`src/rtl/mips_ctrl_pkg.sv`:
```
// rtl/mips_ctrl_pkg.sv - shared encodings for the multi-cycle MIPS control slice
package mips_ctrl_pkg;

  localparam logic [5:0] OP_RTYPE = 6'h00;
  localparam logic [5:0] OP_J     = 6'h02;
  localparam logic [5:0] OP_BEQ   = 6'h04;
  localparam logic [5:0] OP_ADDI  = 6'h08;
  localparam logic [5:0] OP_ANDI  = 6'h0C;
  localparam logic [5:0] OP_ORI   = 6'h0D;
  localparam logic [5:0] OP_LW    = 6'h23;
  localparam logic [5:0] OP_SW    = 6'h2B;

  localparam logic [5:0] FN_ADD = 6'h20;
  localparam logic [5:0] FN_SUB = 6'h22;
  localparam logic [5:0] FN_AND = 6'h24;
  localparam logic [5:0] FN_OR  = 6'h25;
  localparam logic [5:0] FN_SLT = 6'h2A;

  localparam logic [3:0] S_FETCH   = 4'd0;
  localparam logic [3:0] S_DECODE  = 4'd1;
  localparam logic [3:0] S_MEMADR  = 4'd2;
  localparam logic [3:0] S_MEMRD   = 4'd3;
  localparam logic [3:0] S_MEMWB   = 4'd4;
  localparam logic [3:0] S_MEMWR   = 4'd5;
  localparam logic [3:0] S_RTYPEEX = 4'd6;
  localparam logic [3:0] S_RTYPEWB = 4'd7;
  localparam logic [3:0] S_BEQEX   = 4'd8;
  localparam logic [3:0] S_IMMEX   = 4'd9;
  localparam logic [3:0] S_IMMWB   = 4'd10;
  localparam logic [3:0] S_JEX     = 4'd11;

  localparam logic [2:0] ALU_AND = 3'b000;
  localparam logic [2:0] ALU_OR  = 3'b001;
  localparam logic [2:0] ALU_ADD = 3'b010;
  localparam logic [2:0] ALU_SUB = 3'b110;
  localparam logic [2:0] ALU_SLT = 3'b111;

  localparam logic [1:0] ASB_REGB  = 2'b00;
  localparam logic [1:0] ASB_FOUR  = 2'b01;
  localparam logic [1:0] ASB_IMM   = 2'b10;
  localparam logic [1:0] ASB_SHIFT = 2'b11;

  localparam logic [1:0] PCS_ALU    = 2'b00;
  localparam logic [1:0] PCS_ALUOUT = 2'b01;
  localparam logic [1:0] PCS_JUMP   = 2'b10;

  // ALU operation class requested by the FSM; the decoder resolves the final code
  localparam logic [1:0] CLS_ADD   = 2'd0;
  localparam logic [1:0] CLS_SUB   = 2'd1;
  localparam logic [1:0] CLS_FUNCT = 2'd2;
  localparam logic [1:0] CLS_IMM   = 2'd3;

endpackage

```
`src/rtl/mips_alu_decoder.sv`:
```
// rtl/mips_alu_decoder.sv - resolves ALU op class, opcode and funct into alu_control and ext_sel
module mips_alu_decoder
  import mips_ctrl_pkg::*;
(
  input  logic [1:0] cls,
  input  logic [5:0] op,
  input  logic [5:0] funct,
  output logic [2:0] alu_control,
  output logic       ext_sel
);

  always_comb begin
    alu_control = ALU_ADD;
    ext_sel     = 1'b0;
    case (cls)
      CLS_SUB: alu_control = ALU_SUB;
      CLS_FUNCT: begin
        // unknown funct falls back to ADD silently
        case (funct)
          FN_SUB:  alu_control = ALU_SUB;
          FN_AND:  alu_control = ALU_AND;
          FN_OR:   alu_control = ALU_OR;
          FN_SLT:  alu_control = ALU_SLT;
          default: alu_control = ALU_ADD;
        endcase
      end
      CLS_IMM: begin
        case (op)
          OP_ANDI: begin
            alu_control = ALU_AND;
            ext_sel     = 1'b1;
          end
          OP_ORI: begin
            alu_control = ALU_OR;
            ext_sel     = 1'b1;
          end
          default: alu_control = ALU_ADD;
        endcase
      end
      default: alu_control = ALU_ADD;
    endcase
  end

endmodule

```
`src/rtl/mips_multiciclo_control.sv`:
```
// rtl/mips_multiciclo_control.sv - multi-cycle MIPS control FSM; MEM_WAIT_EN adds mem_ready stalls
module mips_multiciclo_control
  import mips_ctrl_pkg::*;
#(
  parameter int ALUCTL_W = 3,
  parameter int STATE_W  = 4
) (
  input  logic                clk,
  input  logic                reset,
  input  logic [5:0]          op,
  input  logic [5:0]          funct,
  input  logic                zero,
`ifdef MEM_WAIT_EN
  input  logic                mem_ready,
`endif
  output logic                pc_en,
  output logic                i_or_d,
  output logic                mem_write,
  output logic                ir_write,
  output logic                reg_dst,
  output logic                mem_to_reg,
  output logic                reg_write,
  output logic                alu_src_a,
  output logic [1:0]          alu_src_b,
  output logic [1:0]          pc_src,
  output logic                ext_sel,
  output logic [ALUCTL_W-1:0] alu_control,
  output logic                illegal_op,
  output logic [STATE_W-1:0]  estado
);

  logic [STATE_W-1:0] state_q, state_d;
  logic               pc_write, branch, rdy;
  logic [1:0]         cls;

`ifdef MEM_WAIT_EN
  assign rdy = mem_ready;
`else
  assign rdy = 1'b1;
`endif

  always_ff @(posedge clk or posedge reset) begin
    if (reset) state_q <= S_FETCH;
    else       state_q <= state_d;
  end

  always_comb begin
    state_d    = S_FETCH;
    pc_write   = 1'b0;
    branch     = 1'b0;
    i_or_d     = 1'b0;
    mem_write  = 1'b0;
    ir_write   = 1'b0;
    reg_dst    = 1'b0;
    mem_to_reg = 1'b0;
    reg_write  = 1'b0;
    alu_src_a  = 1'b0;
    alu_src_b  = ASB_REGB;
    pc_src     = PCS_ALU;
    cls        = CLS_ADD;
    illegal_op = 1'b0;
    case (state_q)
      S_FETCH: begin
        ir_write  = rdy;
        pc_write  = rdy;
        alu_src_b = ASB_FOUR;
        state_d   = rdy ? S_DECODE : S_FETCH;
      end
      S_DECODE: begin
        alu_src_b = ASB_SHIFT;
        case (op)
          OP_LW, OP_SW:              state_d = S_MEMADR;
          OP_RTYPE:                  state_d = S_RTYPEEX;
          OP_BEQ:                    state_d = S_BEQEX;
          OP_ADDI, OP_ANDI, OP_ORI:  state_d = S_IMMEX;
          OP_J:                      state_d = S_JEX;
          default:                   illegal_op = 1'b1;
        endcase
      end
      S_MEMADR: begin
        alu_src_a = 1'b1;
        alu_src_b = ASB_IMM;
        state_d   = (op == OP_SW) ? S_MEMWR : S_MEMRD;
      end
      S_MEMRD: begin
        i_or_d  = 1'b1;
        state_d = rdy ? S_MEMWB : S_MEMRD;
      end
      S_MEMWB: begin
        mem_to_reg = 1'b1;
        reg_write  = 1'b1;
      end
      S_MEMWR: begin
        i_or_d    = 1'b1;
        mem_write = 1'b1;
        state_d   = rdy ? S_FETCH : S_MEMWR;
      end
      S_RTYPEEX: begin
        alu_src_a = 1'b1;
        cls       = CLS_FUNCT;
        state_d   = S_RTYPEWB;
      end
      S_RTYPEWB: begin
        reg_dst   = 1'b1;
        reg_write = 1'b1;
      end
      S_BEQEX: begin
        alu_src_a = 1'b1;
        cls       = CLS_SUB;
        pc_src    = PCS_ALUOUT;
        branch    = 1'b1;
      end
      S_IMMEX: begin
        alu_src_a = 1'b1;
        alu_src_b = ASB_IMM;
        cls       = CLS_IMM;
        state_d   = S_IMMWB;
      end
      S_IMMWB: begin
        reg_write = 1'b1;
        cls       = CLS_IMM;
      end
      S_JEX: begin
        pc_src   = PCS_JUMP;
        pc_write = 1'b1;
      end
      default: state_d = S_FETCH;
    endcase
    // reset overrides the FETCH decode so no write escapes while it is held
    if (reset) begin
      pc_write   = 1'b0;
      branch     = 1'b0;
      i_or_d     = 1'b0;
      mem_write  = 1'b0;
      ir_write   = 1'b0;
      reg_dst    = 1'b0;
      mem_to_reg = 1'b0;
      reg_write  = 1'b0;
      alu_src_a  = 1'b0;
      alu_src_b  = ASB_REGB;
      pc_src     = PCS_ALU;
      cls        = CLS_ADD;
      illegal_op = 1'b0;
    end
    pc_en = pc_write | (branch & zero);
  end

  mips_alu_decoder u_alu_decoder (
    .cls         (cls),
    .op          (op),
    .funct       (funct),
    .alu_control (alu_control),
    .ext_sel     (ext_sel)
  );

  assign estado = state_q;

endmodule

```
`config.mk`:
```
export PLATFORM = sky130hd
export DESIGN_NAME = mips_multiciclo_control
export DESIGN_NICKNAME = d
export VERILOG_FILES = /design/src/rtl/mips_ctrl_pkg.sv /design/src/rtl/mips_alu_decoder.sv /design/src/rtl/mips_multiciclo_control.sv
export SDC_FILE = /design/constraint.sdc
export NUM_CORES = 1
export LEC_CHECK = 0
export ABC_CLOCK_PERIOD_IN_PS = 2000
export BUFFER_PORTS_ARGS = -buffer_cell sky130_fd_sc_hd__buf_4
export CAP_MARGIN = 20
export CORE_MARGIN = 5
export CORE_UTILIZATION = 43
export CTS_CLUSTER_SIZE = 28
export DETAILED_ROUTE_END_ITERATION = 12
export GPL_ROUTABILITY_DRIVEN = 0
export PLACE_DENSITY = 0.76
export SETUP_SLACK_MARGIN = 0.02
export SLEW_MARGIN = 10
export SYNTH_ARGS = -nofsm -noshare
export SYNTH_HDL_FRONTEND = slang
export SYNTH_SLANG_ARGS = --single-unit
```
`constraint.sdc`:
```
create_clock -name clk -period 2 [get_ports clk]
set_clock_uncertainty 0.2 [all_clocks]
set_input_delay 0.2 -clock clk [delete_from_list [all_inputs] [get_ports clk]]
set_output_delay 0.2 -clock clk [all_outputs]
set_load 0.01 [all_outputs]
```
==> flow_summary_export.csv, run 1 <==
group,metric,value,unit
status,outcome,"complete, but fails checks",
status,violations,"negative setup slack",
logic_synthesis,synth-edff-count,0,
cts,cts-root-buf,"clkbuf_4",
cts,cts_tree,"built",
floorplan,row_count,13,
logic_synthesis,async_reset_ff_frac,1.00,
logic_synthesis,yosysTopAreaCellShare,0.157,
layout,post-route-util,0.780,
cts,clockBufferDepth,2,
sta,rsz0062_at_grt,"true",
min_path,min_path_cells,4,
pwr,power,0.820,mW
logic_synthesis,synth_area_leaders,"dfrtp_1, nor3b_1, nor4bb_1",
sta,fin_crit,2.00,ns
sta,tightest_slew,0.464,ns
drt,dr.pass1.iters,4,
logic_synthesis,ys_seq_area_frac,0.157,
worst_setup_path,critPathMaxFanout,5,
sta,slew_violations,0,
pwr,pwr-share-seq,0.156,
pwr,vdd_ir_drop_max,0.550,mV
min_path,min_from,"op[4]",
floorplan,coreArea,1350,um^2
drt,ant_nets,0,
cts,cts_num_sinks,4,
grt,grt_pass1_wl,3.74,mm
cts,path_clk_slew,0.04,ns
layout,antenna_cells,0,
logic_synthesis,syn_area,637,um^2
min_path,hold_path.class,"input port to flop",
grt,antenna_found_initial,0,
worst_setup_path,cp.required,1.60,ns
floorplan,die_y,48.5,um
cts,insertion_delay,0.24,ns
cts,htreeDepth,1,
drt,drc,0,
sta,hold_ws,0.132,ns
pwr,pwr-share-clk,0.122,
floorplan,start_util,0.472,
sta,finalHoldViolCount,0,
worst_setup_path,cp-startpoint,"estado[3]$_DFF_PP0_",
sta,timing.final.crit_share,1.00,
logic_synthesis,syn_avg_cell_area,7.08,um^2
sta,max_freq,0.499,GHz
grt,grt_overflow_total,0,
worst_setup_path,worstReg2RegStart,"estado[2]$_DFF_PP0_",
floorplan,ios,36,
pwr,pwr-share-comb,0.723,
worst_setup_path,worstSetupPathType,"flop to output port",
layout,fin_area,1050,um^2
drt,routed_wl,2.31,mm
worst_setup_path,critical_path.startpoint_type,"flop",
layout,finish.net_count,148,
layout,syn2layout_area_growth,65.4,%
logic_synthesis,synthCells,90,
floorplan,dieArea,2350,um^2
grt,grt_max_degree,17,
layout,largest_register_ffs,4,
pwr,switchingPower,0.368,mW
drt,vias,872,
worst_setup_path,cp-end-kind,"output port",
sta,timing.slew.headroom,0.688,
logic_synthesis,yosys.area.top_type,"dfrtp_1",
drt,viasPerCell,5.97,
worst_setup_path,r2r_cells,3,
place,dpl_cell_area,923,um^2
pwr,leakage,0.461,nW
place,io_buffers,35,
place,dp_hpwl,1.70,mm
logic_synthesis,ys_seq_elements,4,
drt,post_drt_wl_per_cell,15.8,um
worst_setup_path,reg2reg_slack,0.41,ns
sta,setup_slack,-0.00354,ns
grt,grtUsageTotal,0.187,
pwr,p_int,0.452,mW
logic_synthesis,yosys_most_used_dff,"dfrtp_1",
layout,drive_above_1_share,0.496,
sta,finalSetupViolCount,2,
cts,numCtsBuffers,3,
logic_synthesis,synthTopCellsByCount,"nor2_1, nand2_1, nor3b_1, nor3_1",
drt,drt_iter0_drc,10,
logic_synthesis,yosysMostFrequentCell,"nor2_1",
job,maxCapViolCount,0,
logic_synthesis,yosys_warnings,0,
logic_synthesis,synth_fp_nets,105,
pwr,power_density,779,nW/um^2
logic_synthesis,ys_types,38,
grt,grt_pass1_vias,843,
floorplan,die_w,48.5,um
pwr,swShare,0.448,
place,preCtsSetupSlack,0.204,ns
worst_setup_path,cp_data_arrival_time,1.60,ns
==> cell type report <==
class | count | area [um^2]
Clock buffer | 3 | 22.5
Multi-Input combinational cell | 74 | 541
Fill cell | 96 | 297
Tap cell | 15 | 18.8
Inverter | 4 | 15.0
Timing Repair Buffer | 46 | 355
Sequential cell | 4 | 101
==> per-layer routing <==
layer  up-vias  GRT usage  wire, um  part of all wire
li1        427          -         -                 -
met1       413      0.222       970              0.42
met2        28      0.315      1170              0.50
met3         4     0.0428       142             0.061
met4         0     0.0807        35             0.015
met5         -          0         0                 0
==> stage by stage <==
stage          setup TNS, ns  std cells
2_1_floorplan              0         90
3_3_place_gp               0        138
3_5_place_dp               0        138
4_1_cts                    0        145
5_1_grt               -0.195        146
6_report            -0.00486        146
==> critical path, stage by stage, from the launching register on <==
cell,delay [ns]
dfrtp_1,0.41
or3b_4,0.40
o22a_4,0.27
a21o_1,0.17
buf_6,0.12
==> cells in the final DEF, fill, tap and decap left out, types with 2 or more instances in the layout <==
cell	instances
nor3_1	5
nor4bb_1	3
nor2_1	6
nand4_1	2
nor4b_1	2
buf_6	2
nand2_1	6
inv_1	3
and3_1	2
a31oi_1	2
o21a_1	2
clkbuf_4	3
o21bai_1	2
nand2b_1	2
nor2_2	2
a21oi_1	3
o211ai_1	4
buf_4	43
dfrtp_1	3
a211oi_2	3
nor3b_1	5
nor4_2	2
==> power by group through the flow <==
stage / clock network (mW) / logic (mW) / registers, mW
floorplan: 0 / 0.270 / 0.144
global placement: 0 / 0.508 / 0.123
detailed placement: 0 / 0.513 / 0.124
CTS: 0.102 / 0.528 / 0.122
global route: 0.117 / 0.644 / 0.131
finish: 0.0999 / 0.593 / 0.128
==> final timing paths <==
check / end
worst max-delay path: alu_control[1]
max in group asynchronous: estado[2]$_DFF_PP0_
min in group asynchronous: estado[1]$_DFF_PP0_
worst min register to register: estado[2]$_DFF_PP0_
worst min-delay path: estado[1]$_DFF_PP0_
worst max register to register: estado[0]$_DFF_PP0_
==> logic make-up after synthesis <==
group | after synthesis | synth area share
XOR/XNOR | 2 | 0.0275
AO/OA/AOI/OAI | 25 | 0.283
buffers and inverters | 12 | 0.0864
flip-flops | 4 | 0.157
AND/OR/NAND/NOR | 47 | 0.446
==> repair_timing <==
action | 4_1_cts | 5_1_grt
setup buffers | 3 | 1
endpoints found under the hold margin | 4 | 0
hold buffers | 1 | 0
setup endpoints to repair | 5 | 12
pin swaps | 3 | 0
gates resized for setup | 1 | 16
(Power assumes the default switching activity.)
==> run 2: changes to the inputs <==
--- a/config.mk
+++ b/config.mk
@@ -5,15 +5,16 @@
 export SDC_FILE = /design/constraint.sdc
 export NUM_CORES = 1
 export LEC_CHECK = 0
+export ABC_AREA = 1
 export ABC_CLOCK_PERIOD_IN_PS = 2000
 export BUFFER_PORTS_ARGS = -buffer_cell sky130_fd_sc_hd__buf_4
 export CAP_MARGIN = 20
 export CORE_MARGIN = 5
-export CORE_UTILIZATION = 43
+export CORE_UTILIZATION = 41
 export CTS_CLUSTER_SIZE = 28
 export DETAILED_ROUTE_END_ITERATION = 12
 export GPL_ROUTABILITY_DRIVEN = 0
-export PLACE_DENSITY = 0.76
+export PLACE_DENSITY = 0.75
 export SETUP_SLACK_MARGIN = 0.02
 export SLEW_MARGIN = 10
 export SYNTH_ARGS = -nofsm -noshare
==> run 2 against run 1 <==
  * Area after synthesis decreased by 8.4%
  * Cell count rose by 8.2%
  * Die area decreased by 3.2%
  * Non-clock buffer count down 8
  * Largest cell class unchanged
  * Sequential power up 53%
  * The run now ends clean
  * Highest routed layer unchanged
==> flow_summary_export.csv, run 2 <==
group,metric,value,unit
logic_synthesis,yosysTopAreaCellShare,0.172,
logic_synthesis,yosys_warnings,0,
worst_setup_path,crit_buf_inv,3,
drt,viasPerCell,5.24,
worst_setup_path,critPathMaxFanout,5,
logic_synthesis,syn_avg_cell_area,5.66,um^2
worst_setup_path,cp.required,1.60,ns
pwr,leakage,0.518,nW
drt,post_drt_wl_per_cell,12.6,um
sta,finalSetupViolCount,0,
logic_synthesis,synth-edff-count,0,
logic_synthesis,yosys_most_used_dff,"dfrtp_1",
logic_synthesis,async_reset_ff_frac,1.00,
place,dp_hpwl,1.54,mm
worst_setup_path,cp_common_cell,"nand2_1",
place,io_buffers,35,
worst_setup_path,crit_chain,"inv_2, nor2_4, nand3_2, nor2_2, nand2_1, nand2_1, inv_1, buf_4",
logic_synthesis,synth_area_leaders,"dfrtp_1, nand2_1, nor2_1",
worst_setup_path,critPathTopFamily,"simple AND/OR/NAND/NOR gates",
sta,tightest_slew,0.296,ns
drt,routed_wl,1.99,mm
sta,finalHoldViolCount,0,
logic_synthesis,synth_fp_nets,118,
place,preCtsSetupSlack,0.325,ns
worst_setup_path,cp_data_arrival_time,1.50,ns
logic_synthesis,yosys.area.top_type,"dfrtp_1",
logic_synthesis,syn_area,583,um^2
pwr,pwr-share-seq,0.213,
layout,final_cell_mix,"buf_4, nand2_1, nor2_1, inv_1",
cts,htreeDepth,1,
sta,max_freq,0.525,GHz
sta,fin_crit,1.90,ns
min_path,whs_endpoint,"estado[2]$_DFF_PP0_",
worst_setup_path,reg2reg_slack,0.55,ns
floorplan,row_count,13,
cts,cts-root-buf,"clkbuf_4",
pwr,p_int,0.454,mW
logic_synthesis,ys_seq_area_frac,0.172,
worst_setup_path,r2r_cells,5,
drt,vias,828,
worst_setup_path,reg2reg_to,"estado[2]$_DFF_PP0_",
cts,cts_tree,"built",
layout,layout_commonest_cell,"buf_4",
drt,dr.pass1.iters,4,
pwr,switchingPower,0.465,mW
worst_setup_path,critical_path.startpoint_type,"flop",
logic_synthesis,yosysMostFrequentCell,"nand2_1",
min_path,min_from,"op[4]",
layout,syn2layout_area_growth,65.0,%
drt,drc,0,
sta,slew_violations,0,
pwr,power_density,955,nW/um^2
logic_synthesis,ys_types,23,
layout,largest_register_ffs,4,
sta,timing.slew.headroom,0.801,
min_path,hold_path.class,"input port to flop",
drt,wl_met2,946,um
pwr,pwr-share-comb,0.665,
drt,drt_iter0_drc,20,
layout,antenna_cells,0,
worst_setup_path,critical-path-max-stage-delay,0.44,ns
layout,post-route-util,0.730,
pwr,swShare,0.506,
min_path,min_path_cells,4,
layout,multi_input_area,464,um^2
pwr,vdd_ir_drop_max,0.946,mV
logic_synthesis,synthCells,103,
logic_synthesis,ys_seq_elements,4,
worst_setup_path,worstReg2RegStart,"estado[2]$_DFF_PP0_",
worst_setup_path,cp-end-kind,"output port",
cts,path_clk_slew,0.04,ns
worst_setup_path,worstSetupPathType,"flop to output port",
grt,grt_max_degree,11,
status,outcome,"complete, no violations",
sta,hold_ws,0.159,ns
grt,grt_pass1_wl,2.88,mm
layout,drive_above_1_share,0.462,
drt,highest_layer,"met4",
drt,met1_length,812,um
logic_synthesis,synthTopCellsByCount,"nand2_1, nor2_1, inv_1, nand3_1, nand4_1",
sta,setup_slack,0.0952,ns
pwr,pwr-share-clk,0.122,
place,dpl_cell_area,860,um^2
worst_setup_path,cp_slowest_cell,"dfrtp_2",
sta,timing.final.crit_share,0.952,
cts,insertion_delay,0.25,ns
cts,clockBufferDepth,2,
floorplan,dieArea,2280,um^2
cts,numCtsBuffers,3,
floorplan,die_w,47.7,um
layout,fillCellCount,118,
floorplan,coreArea,1320,um^2
floorplan,start_util,0.443,
drt,ant_nets,0,
layout,fin_area,962,um^2
floorplan,die_y,47.7,um
drt,wl_met3,173,um
grt,grtUsageTotal,0.185,
cts,cts_num_sinks,4,
layout,seq_area,105,um^2
grt,grt_pass1_vias,706,
floorplan,ios,36,
grt,grt_overflow_total,0,
grt,antenna_found_initial,0,
layout,finish.net_count,160,
job,maxCapViolCount,0,
## run 2: changes by cell type in the layout (fill, tap and decap cells not counted), sizes merged, moves of 3 or more
cell	previous run	this run
nand2	6	24
nor2	8	25
inv	4	17
nand3	1	10
buf	45	37
nand4	2	8
nor3b	6	0
a211oi	4	0
nand2b	3	0
nor4bb	3	0
o211ai	4	1
## run 2: timing repair
| item | 4_1_cts | 5_1_grt |
|---|---|---|
| endpoints found under the setup margin | 0 | 8 |
| buffers inserted | 0 | 2 |
| hold endpoints to repair | 4 | 0 |
| gates resized for setup | 0 | 17 |
| hold buffers | 1 | 0 |
## run 2: worst register-to-register path, stage by stage (launching register included)
cell and delay (ns):
dfrtp_2 0.46, nor2_4 0.18, inv_1 0.08, nor2_1 0.19, nand4_1 0.13, nand4_1 0.14
## run 2: cells by family (layout without fill, tap and decap cells)
kind of cell,after synthesis,after routing,synth area share
simple gates,73,73,0.609
buf+inv,18,58,0.118
compound gates,8,8,0.101
flops,4,4,0.172
## run 2: metrics by stage
step / total power, mW / TNS (ns) / cells
floorplan: 0.467 / 0 / 103
global placement: 0.702 / 0 / 152
detailed placement: 0.699 / 0 / 152
CTS: 0.816 / 0 / 156
global route: 0.998 / -0.0332 / 158
finish: 0.919 / 0 / 158
## run 2: cell type report
cell class | count | area share
Clock buffer | 3 | 0.0234
Sequential cell | 4 | 0.109
Tap cell | 15 | 0.0195
Inverter | 17 | 0.0663
Timing Repair Buffer | 38 | 0.299
Multi-Input combinational cell | 81 | 0.482
## run 2: power by group through the flow
stage               Sequential [mW]  Combinational, mW  Clock [mW]
floorplan                     0.177              0.291           0
global placement              0.172              0.529           0
detailed placement            0.176              0.523           0
CTS                           0.173              0.527       0.116
global route                  0.202              0.673       0.124
finish                        0.196              0.611       0.112
## run 2: worst max path at each step
stage | from | endpoint | slack [ns] | cells after the start
finish | estado[3]$_DFF_PP0_ | alu_control[1] | 0.1 | 8
floorplan | estado[2]$_DFF_PP0_ | pc_en | 0.36 | 5
global placement | estado[0]$_DFF_PP0_ | alu_control[1] | 0.31 | 8
global route | estado[3]$_DFF_PP0_ | alu_control[1] | -0.03 | 8
detailed placement | estado[2]$_DFF_PP0_ | alu_src_a | 0.32 | 6
CTS | estado[2]$_DFF_PP0_ | alu_src_a | 0.05 | 6
## run 2: layer usage
| metal | track usage | vias to the layer above |
|---|---|---|
| met4 | 0.113 | 0 |
| met1 | 0.222 | 366 |
| met5 | 0 | - |
| met3 | 0.0414 | 8 |
| li1 | - | 423 |
| met2 | 0.296 | 31 |
==> run 3: changes to the inputs <==
--- a/config.mk
+++ b/config.mk
@@ -6,15 +6,15 @@
 export NUM_CORES = 1
 export LEC_CHECK = 0
 export ABC_AREA = 1
-export ABC_CLOCK_PERIOD_IN_PS = 2000
+export ABC_CLOCK_PERIOD_IN_PS = 2400
 export BUFFER_PORTS_ARGS = -buffer_cell sky130_fd_sc_hd__buf_4
 export CAP_MARGIN = 20
 export CORE_MARGIN = 5
-export CORE_UTILIZATION = 41
+export CORE_UTILIZATION = 44
 export CTS_CLUSTER_SIZE = 28
 export DETAILED_ROUTE_END_ITERATION = 12
 export GPL_ROUTABILITY_DRIVEN = 0
-export PLACE_DENSITY = 0.75
+export PLACE_DENSITY = 0.8
 export SETUP_SLACK_MARGIN = 0.02
 export SLEW_MARGIN = 10
 export SYNTH_ARGS = -nofsm -noshare
==> constraint.sdc (replaced) <==
create_clock -name clk -period 2.4 [get_ports clk]
set_clock_uncertainty 0.2 [all_clocks]
set_input_delay 0.24 -clock clk [delete_from_list [all_inputs] [get_ports clk]]
set_output_delay 0.24 -clock clk [all_outputs]
set_load 0.01 [all_outputs]
==> run 3 against run 2 <==
  * Routed wire length decreased by 11%
  * Critical endpoint unchanged
  * Clock power decreased by 21%
  * Combinational power decreased by 28%
  * Worst hold slack got worse by 0.0058 ns
  * Flip-flop and latch count unchanged
  * Via count decreased by 0.72%
  * Non-clock buffer count decreased by 2
  * Cell area decreased by 7.3%
  * Largest power group unchanged
  * Power decreased by 27%
  * Cell count decreased by 1.3%
  * Die area decreased by 5.4%
  * Setup slack improved by 0.12 ns
==> flow_summary_export.csv, run 3 (synthesis results as in run 2) <==
group,metric,value,unit
worst_setup_path,cp-end-kind,"output port",
drt,post_drt_wl_per_cell,11.4,um
sta,tightest_slew,0.298,ns
drt,ant_nets,0,
cts,insertion_delay,0.25,ns
sta,timing.final.crit_share,0.911,
layout,drive_above_1_share,0.376,
cts,cts_num_sinks,4,
worst_setup_path,cp.required,1.96,ns
drt,viasPerCell,5.27,
worst_setup_path,crit_chain,"dlygate4sd3_1, buf_4, inv_1, nand3_1, nor2_1, nand2_1, nand2_1, inv_1, buf_4",
job,maxCapViolCount,0,
worst_setup_path,critical_path.startpoint_type,"input port",
status,outcome,"complete, no violations",
pwr,power_density,752,nW/um^2
grt,grt_pass1_wl,3.01,mm
pwr,vdd_ir_drop_max,0.599,mV
worst_setup_path,cp_slowest_cell,"dlygate4sd3_1",
floorplan,die_y,46.4,um
layout,finish.net_count,158,
layout,layout_commonest_cell,"buf_4",
floorplan,die_w,46.4,um
grt,grtUsageTotal,0.197,
sta,fin_crit,2.19,ns
floorplan,dieArea,2150,um^2
worst_setup_path,critPathTopFamily,"buffers and inverters",
grt,antenna_found_initial,0,
floorplan,row_count,13,
sta,finalSetupViolCount,0,
layout,stdcell_count,156,
place,io_buffers,35,
min_path,hold_path.class,"input port to flop",
layout,fillCellCount,120,
layout,largest_register_ffs,4,
floorplan,start_util,0.454,
grt,grt_overflow_total,0,
grt,grt_max_degree,11,
worst_setup_path,worstSetupPathType,"input port to output port",
sta,tns,0,ns
pwr,leakage,0.500,nW
layout,syn2layout_area_growth,53.0,%
cts,cts-root-buf,"clkbuf_4",
layout,antenna_cells,0,
cts,htreeDepth,1,
sta,finalHoldViolCount,0,
cts,cts_tree,"built",
drt,drc,0,
sta,rsz0062_at_grt,"false",
cts,numCtsBuffers,3,
sta,timing.slew.headroom,0.802,
floorplan,ios,36,
layout,multi_input_area,414,um^2
drt,drt_iter0_drc,20,
drt,vias,822,
place,placed_cells,152,
cts,path_clk_slew,0.04,ns
place,dp_hpwl,1.49,mm
worst_setup_path,crit_buf_inv,5,
sta,slew_violations,0,
drt,dr.pass1.iters,4,
worst_setup_path,critPathMaxFanout,10,
sta,max_freq,0.457,GHz
pwr,power,0.671,mW
layout,final_cell_mix,"buf_4, nand2_1, nor2_1, inv_1, nand3_1",
cts,post-cts-setup-buffers,0,
worst_setup_path,critical-path-max-stage-delay,0.54,ns
drt,routed_wl,1.78,mm
floorplan,coreArea,1280,um^2
grt,grt_pass1_vias,737,
cts,clockBufferDepth,2,
layout,seq_area,100,um^2
worst_setup_path,cp_data_arrival_time,1.75,ns
## run 3: cell types whose count changed in the layout (fill, tap and decap cells not counted), moves of 2 or more
cell | before | now
dfrtp_2 | 4 | 0
nor2_4 | 4 | 0
nand2_1 | 20 | 22
nor2_1 | 17 | 20
buf_4 | 37 | 35
dfrtp_1 | 0 | 4
## run 3: worst reg2reg max path, stage by stage (launching register included)
cell and delay (ns):
dfrtp_1 0.43, nor2_2 0.23, inv_1 0.10, nor2_1 0.21
nand2_1 0.11, o211ai_1 0.10
## run 3: layer usage
layer  vias to the layer above  GRT usage  wire length (um)
met2                        44      0.302               857
li1                        416          -                 -
met4                         0      0.136                53
met1                       358      0.252               692
met5                         -          0                 0
met3                         4     0.0234               177
## run 3: report_power, final
group          switching, mW  internal [mW]
registers             0.0526         0.0925
clock network         0.0318         0.0562
logic                  0.250          0.189
## run 3: layout make-up
type	count	share of cell area
clock buffer	3	0.0252
inverter	17	0.0715
multi-input combinational	81	0.464
sequential	4	0.112
tap	15	0.0210
timing repair buffer	36	0.306
## run 3: path summary, 6_finish.rpt
path / start / endpoint / slack, ns / cells after the start
max in group asynchronous: reset / estado[3]$_DFF_PP0_ / 1.46 / 3
setup reg to reg: estado[2]$_DFF_PP0_ / estado[1]$_DFF_PP0_ / 0.93 / 5
hold reg to reg: estado[3]$_DFF_PP0_ / estado[2]$_DFF_PP0_ / 0.47 / 3
min in group asynchronous: reset / estado[2]$_DFF_PP0_ / 0.34 / 3
hold / removal: op[4] / estado[2]$_DFF_PP0_ / 0.15 / 4
setup / recovery: reset / alu_control[1] / 0.21 / 9
## run 3: what timing repair did
action | 4_1_cts | 5_1_grt
gates resized for setup | 0 | 0
endpoints found under the hold margin | 4 | 0
endpoints found under the setup margin | 0 | 0
hold buffers | 1 | 0
## run 3: metrics by stage
stage / worst slack (ns) / hold slack, ns / utilization / instance area, um^2
CTS: 0.215 / 0.156 / 0.694 / 892
finish: 0.214 / 0.153 / 0.694 / 892
global route: 0.0841 / 0.161 / 0.694 / 892
detailed placement: 0.639 / 0.0316 / 0.669 / 860
floorplan: 0.721 / 0.0147 / - / 583
global placement: 0.661 / 0.0296 / 0.669 / 860
